File: src/rtl/mc_clock_gen.sv
// Programmable redstone clock generator: free-run, single-step, glitch-free stop, edge counter.
// Optional macro MC_CLKGEN_DELAY_EN adds a one-tick transport delay on CLK_OUT only.
module mc_clock_gen #(
    parameter int LEN_W    = 8,
    parameter int CNT_W    = 16,
    parameter int MIN_HIGH = 5
) (
    input  logic             CLK,
    input  logic             ARST_N,
    input  logic             RUN,
    input  logic             STEP,
    input  logic [LEN_W-1:0] HIGH_LEN,
    input  logic [LEN_W-1:0] LOW_LEN,
    output logic             CLK_OUT,
    output logic             RUNNING,
    output logic [CNT_W-1:0] EDGE_CNT
);

    localparam logic [1:0] ST_IDLE = 2'd0;
    localparam logic [1:0] ST_HIGH = 2'd1;
    localparam logic [1:0] ST_LOW  = 2'd2;

    localparam logic [LEN_W-1:0] LEN_ZERO = {LEN_W{1'b0}};
    localparam logic [LEN_W-1:0] LEN_ONE  = LEN_W'(1);
    localparam logic [LEN_W-1:0] LEN_MINH = LEN_W'(MIN_HIGH);
    localparam logic [CNT_W-1:0] CNT_ONE  = CNT_W'(1);

    logic [1:0]       state_q, state_d;
    logic [LEN_W-1:0] phase_q, phase_d;
    logic [LEN_W-1:0] hh_q, hh_d;
    logic [LEN_W-1:0] ll_q, ll_d;
    logic             clk_q, clk_d;
    logic             run_q, run_d;
    logic [CNT_W-1:0] cnt_q, cnt_d;
    logic [LEN_W-1:0] hh_s;
    logic [LEN_W-1:0] ll_s;
    logic             enter_high_s;

    // Clamp requested phase lengths to their legal minimums
    always_comb begin
        hh_s = (HIGH_LEN < LEN_MINH) ? LEN_MINH : HIGH_LEN;
        ll_s = (LOW_LEN == LEN_ZERO) ? LEN_ONE : LOW_LEN;
    end

    // Next-state logic; phase_q counts ticks already spent in the current phase
    always_comb begin
        state_d      = state_q;
        phase_d      = phase_q;
        hh_d         = hh_q;
        ll_d         = ll_q;
        enter_high_s = 1'b0;
        case (state_q)
            ST_IDLE: begin
                if (RUN || STEP) begin
                    enter_high_s = 1'b1;
                end else begin
                    phase_d = LEN_ZERO;
                end
            end
            ST_HIGH: begin
                if (phase_q >= hh_q) begin
                    state_d = ST_LOW;
                    phase_d = LEN_ONE;
                end else begin
                    phase_d = phase_q + LEN_ONE;
                end
            end
            ST_LOW: begin
                if (phase_q >= ll_q) begin
                    // A stop request only ever takes effect here, so no phase is truncated
                    if (RUN) begin
                        enter_high_s = 1'b1;
                    end else begin
                        state_d = ST_IDLE;
                        phase_d = LEN_ZERO;
                    end
                end else begin
                    phase_d = phase_q + LEN_ONE;
                end
            end
            default: begin
                state_d = ST_IDLE;
                phase_d = LEN_ZERO;
            end
        endcase
        if (enter_high_s) begin
            state_d = ST_HIGH;
            phase_d = LEN_ONE;
            hh_d    = hh_s;
            ll_d    = ll_s;
        end else begin
            hh_d = hh_q;
            ll_d = ll_q;
        end
    end

    // Output decode from the next state so every output is a plain register
    always_comb begin
        clk_d = (state_d == ST_HIGH);
        run_d = (state_d != ST_IDLE);
        if (enter_high_s) begin
            cnt_d = cnt_q + CNT_ONE;
        end else begin
            cnt_d = cnt_q;
        end
    end

    // State and output registers
    always_ff @(posedge CLK or negedge ARST_N) begin
        if (!ARST_N) begin
            state_q <= ST_IDLE;
            phase_q <= LEN_ZERO;
            hh_q    <= LEN_MINH;
            ll_q    <= LEN_ONE;
            clk_q   <= 1'b0;
            run_q   <= 1'b0;
            cnt_q   <= {CNT_W{1'b0}};
        end else begin
            state_q <= state_d;
            phase_q <= phase_d;
            hh_q    <= hh_d;
            ll_q    <= ll_d;
            clk_q   <= clk_d;
            run_q   <= run_d;
            cnt_q   <= cnt_d;
        end
    end

`ifdef MC_CLKGEN_DELAY_EN
    logic clk_dly_q;

    // Models the output torch/repeater: CLK_OUT trails the internal register by one tick
    always_ff @(posedge CLK) begin
        clk_dly_q <= clk_q;
    end

    assign CLK_OUT = clk_dly_q;
`else
    assign CLK_OUT = clk_q;
`endif

    assign RUNNING  = run_q;
    assign EDGE_CNT = cnt_q;

endmodule

File: config.mk
export PLATFORM = sky130hd
export DESIGN_NAME = mc_clock_gen
export DESIGN_NICKNAME = d
export VERILOG_FILES = /design/src/rtl/mc_clock_gen.sv
export SDC_FILE = /design/constraint.sdc
export NUM_CORES = 1
export LEC_CHECK = 0
export CAP_MARGIN = 20
export CORE_UTILIZATION = 55
export CTS_BUF_LIST = sky130_fd_sc_hd__clkbuf_2 sky130_fd_sc_hd__clkbuf_4 sky130_fd_sc_hd__clkbuf_8
export CTS_CLUSTER_SIZE = 25
export DETAILED_ROUTE_END_ITERATION = 8
export PLACE_DENSITY = 0.82
export SETUP_SLACK_MARGIN = 0.05
export SLEW_MARGIN = 10
export SYNTH_ARGS = -nofsm -noshare
export SYNTH_HDL_FRONTEND = slang
export SYNTH_SLANG_ARGS = --single-unit
File: constraint.sdc
create_clock -name CLK -period 4 [get_ports CLK]
set_input_delay 0.6 -clock CLK [delete_from_list [all_inputs] [get_ports CLK]]
set_output_delay 0.6 -clock CLK [all_outputs]
set_load 0.05 [all_outputs]
# Word level (Yosys, flattened, before mapping)
# Cells that the tools add are included.
dict set report totals {
  ram_bits 0
  mem_bits_ro 0
  latch_bits 0
  wordCells 39
  regBits 44
  n_memories 0
}
dict set report classes {
  multipliers 0
  order_cmp 3
  div_mod_pow 0
  reduce_logical 5
  eq_ne 5
  mux 17
  bitwise 0
  shift 0
  n_addsub 2
}
# operator count
set ops {}
lappend ops {{two-way mux 8 bit} 7}
lappend ops {{case mux 8 bit (3 select lines)} 1}
lappend ops {{adder 16 x 1 -> 16 bit, second input constant} 1}
lappend ops {{>= comparator 8 bit} 2}
lappend ops {{adder 8 x 1 -> 8 bit, second input constant} 1}
lappend ops {{zero test 8 bit} 1}
lappend ops {{< comparator 8 x 3 -> 1 bit, second input constant} 1}
lappend ops {{two-way mux 2 bit} 4}
lappend ops {{case mux 2 bit (3 select lines)} 1}
lappend ops {{equality test 2 x 1 -> 1 bit, second input constant} 2}
lappend ops {{!= test 4 bit, second input constant} 1}
lappend ops {{two-way mux 1 bit} 3}
lappend ops {{!= test 3 bit, second input constant} 1}
lappend ops {{equality test 2 bit, second input constant} 1}
lappend ops {{zero test 2 bit} 1}
lappend ops {{case mux 1 bit (2 select lines)} 1}
lappend ops {{AND reduction 2 bit} 1}
lappend ops {{nonzero test 2 bit} 1}
lappend ops {{logical OR 1 bit} 1}

# Longest topological paths before layout
dict set report depth {
  depth_word 5
  mapped_depth 10
  mapped_depth_nobuf 8
}

# Least setup slack after synthesis
# Ideal clock, no wire load.
dict set report synth_path {
  path_type {register -> register}
  start {register phase_q[2]}
  end {register hh_q[1]}
  arrival_ns 1.809
  setup_slack_ns 2.055
  stages_incl_launch_ff 10
  period_less_slack_ns 1.945
  n_path_buf 2
  setup_time_ns 0.135
  required_ns 3.865
  path_cell_list {dfrtp_1 > ha_1 > and3_1 > o21ai_2 > nand2_1 > a221o_1 > buf_6 > buf_6 > o311ai_0 > o21ai_1}
}
dict set report synth_via {
  elab_chain_len 3
}
# item line
set synth_rtl {}
lappend synth_rtl {{from (decl)} 29} ;# logic [LEN_W-1:0] phase_q, phase_d;
lappend synth_rtl {{from (signal assigned)} 120} ;# phase_q <= phase_d;
lappend synth_rtl {{>= comparator 8 bit} 69} ;# if (phase_q >= ll_q) begin
lappend synth_rtl {{two-way mux 1 bit} 69}
lappend synth_rtl {{case mux 1 bit (2 select lines)} 52} ;# case (state_q)
lappend synth_rtl {{to (signal assigned)} 121} ;# hh_q <= hh_d;
lappend synth_rtl {{to (decl)} 30} ;# logic [LEN_W-1:0] hh_q, hh_d;
# No other way between the ends.
# A chain may end at the register's enable or synchronous reset.

# Worst setup path in the final report
dict set report layout_path {
  start {register phase_q[0]}
  end {register cnt_q[1] (netlist: EDGE_CNT[1])}
}
dict set report layout_via {
  elab_chain_len 3
}
# item line
set layout_rtl {}
lappend layout_rtl {{>= comparator 8 bit} 69}
lappend layout_rtl {{two-way mux 1 bit} 69}
lappend layout_rtl {{case mux 1 bit (2 select lines)} 52}
lappend layout_rtl {{to (signal assigned)} 117} ;# cnt_q <= {CNT_W{1'b0}};
lappend layout_rtl {{to (signal assigned)} 125} ;# cnt_q <= cnt_d;
lappend layout_rtl {{to (decl)} 34} ;# logic [CNT_W-1:0] cnt_q, cnt_d;
# No other way between the ends.

==> metrics.txt <==
Ys Warns=0; status=finished, final reports clean; Antenna Cells=0; Final min period=2463 ps; largest net degree at the start of global routing=45; Syn Area/Cell=10.01 um2; WP buf/inv=2; CP Data Arrival Time=2650 ps; Post-synth EDFFs=0; worst-margin pin slew=946.1 ps; Vias/cell=5.485; Leak Pwr=1.295 nW; Nets=319; mapped cell area=2394 um2; DRT iter0 DRCs=147; final worst path period share=0.6158; antenna violations before repair=0; Critical Path Source Type=flip-flop; Max Buffers Root-to-Sink=2; Synth Register Bits=44; Pwr Total=1.831 mW; Syn Inst Count=239; Starting Density=0.5857; fin. max-slew vios=0; Max VDD drop=0.5088 mV; Detailed Route WL=4457 um; clk sinks=44; RSZ-0062 raised after global routing=false; Crit path depth=8; io pins=38; post-placement cell area=2776 um2; Synth Flop Type=dfrtp_1; final setup vio count=0; Hold Buf Count CTS=0; IO buf count=37; global-route wire length before repair=7486 um; CTS root buf=clkbuf_8; setup ws final=1537 ps; overflow left after global routing=0; vias in the first global route=1,703; number of routed nets with antenna violations=0; First-pass DRT Iterations=4; drt wl/cell=13.59 um; CP Class=flip-flop to flip-flop; final setup TNS=0 ps; CP endpoint kind=flip-flop; power density over cell area=637.2 nW/um2; row count=23; CP required=4180 ps; Post-CTS Resized=0; Post-CTS Setup Inserts=0; Tot GR Track Use=0.2201; Unique masters post-synth=38; max frequency=406.0 MHz; FF-to-FF path depth=8; routability cong.=0.7974; worst slew margin relative to its limit=0.3692; CP peak stage delay=440 ps; clock slew at reported path FFs=80 ps; DRC violation count after routing=0; crit path max-delay cell type=a221o_1; CTS tree=done; setup slack, reg-to-reg=1540 ps; via count=1,799; Syn Nets=281; worst min path class=input port to asynchronous set/reset pin; die height=67.97 um; crit path cell chain=inv_1, ha_1, and3_1, o21ai_2, nand2_1, a221o_1, buf_4, mux2_2; clk_lat worst skew=300 ps; share of cells above drive strength 1=0.07194; area grow syn2layout=20.07%; Die W=67.97 um; die area=4620 um2; H-tree depth=2; Core ar.=4086 um2; post-synthesis sequential area ratio=0.4616; Finished Cell Area=2874 um2; Max-cap violations=0; critical path's top delay family=buffers and inverters; hpwl dp=3310 um; Crit Path Max Fanout=36; Setup WS pre-CTS=1301 ps; Worst Skew=6.285 ps; cts bufs inserted=5; async set-reset flop share out of synthesis=1.000; Final Hold Viols=0
[registers in the layout (all words and copies together), names as in the netlist]
signal / count
EDGE_CNT: 16
hh_q: 8
ll_q: 8
phase_q: 8
state_q: 2
CLK_OUT: 1
RUNNING: 1
[power by group]
part / internal (mW) / switching, mW
logic: 0.332 / 0.540
clock network: 0.147 / 0.148
registers: 0.589 / 0.0748
total: 1.07 / 0.763
[cell usage in the layout, fill, tap and decap left out, types with 2 or more instances in the layout]
cell type / Yosys / routed
nor2_1: 19 / 19
xnor2_1: 16 / 16
clkdlybuf4s50_1: 0 / 36
nand2_1: 20 / 20
and3_4: 2 / 2
dfstp_2: 3 / 3
nor4_1: 2 / 2
and3_1: 6 / 6
a21o_1: 2 / 2
o21ai_0: 20 / 20
inv_1: 19 / 19
nand3_1: 11 / 11
a211oi_1: 3 / 3
xor2_1: 5 / 5
and2_1: 2 / 2
o211ai_1: 2 / 2
clkbuf_8: 0 / 6
nor3_1: 2 / 2
ha_1: 22 / 22
a21oi_1: 10 / 10
nand4_1: 8 / 8
dfrtp_1: 41 / 41
nor2b_1: 3 / 3
[stage by stage]
stage,cells,hold slack [ps],utilization
after floorplan,239,304.4,-
after global placement,320,464.4,0.6794
after detailed placement,320,471.7,0.6794
after CTS,328,475.6,0.7033
after global routing,328,506.2,0.7033
final,328,443.2,0.7033
[kinds of logic (layout without fill, tap and decap cells)]
kind of cell    Yosys count  in the layout  synth area share
compound gates           45             45            0.1176
fa+ha+maj                22             22            0.1150
mux                       1              1          0.004704
simple gates             80             80            0.1725
buf+inv                  26             65           0.05175
flops                    44             44            0.4616
xor+xnor                 21             21           0.07684
[layer usage]
| metal | track usage | share of wire | up-vias |
|---|---|---|---|
| li1 | - | - | 898 |
| met1 | 0.2739 | 0.47 | 866 |
| met2 | 0.3713 | 0.48 | 29 |
| met3 | 0.05500 | 0.037 | 6 |
| met4 | 0.07031 | 0.013 | 0 |
| met5 | 0 | 0 | - |
[synthesized netlist by cell type (all sizes together) (4+ instances only)]
master  count  area share
xnor2      16       0.059
nor2b       4       0.014
a21oi      10       0.021
ha         22        0.12
buf         6       0.020
nor2       19       0.030
xor2        5       0.018
nand3      11       0.023
o21ai      22       0.048
and3        8       0.025
nand4       8       0.021
dfrtp      41        0.43
nand2      20       0.031
inv        19       0.030
[final cells by class]
type	instances	area, um2
Inverter	19	71.32
Sequential cell	44	1105
Clock inverter	1	7.507
Clock buffer	7	90.09
Tap cell	50	62.56
Timing Repair Buffer	38	372.9
Fill cell	320	1212
Multi-Input combinational cell	169	1165
[path summary, 6_finish.rpt]
check	startpoint	end
max	phase_q[0]	EDGE_CNT[1]
min	ARST_N	ll_q[2]
max reg2reg	phase_q[0]	EDGE_CNT[1]
min reg2reg	EDGE_CNT[15]	EDGE_CNT[15]
max in group asynchronous	ARST_N	hh_q[3]
min in group CLK	EDGE_CNT[15]	EDGE_CNT[15]
Note: power is estimated with default switching activity, not from simulation.
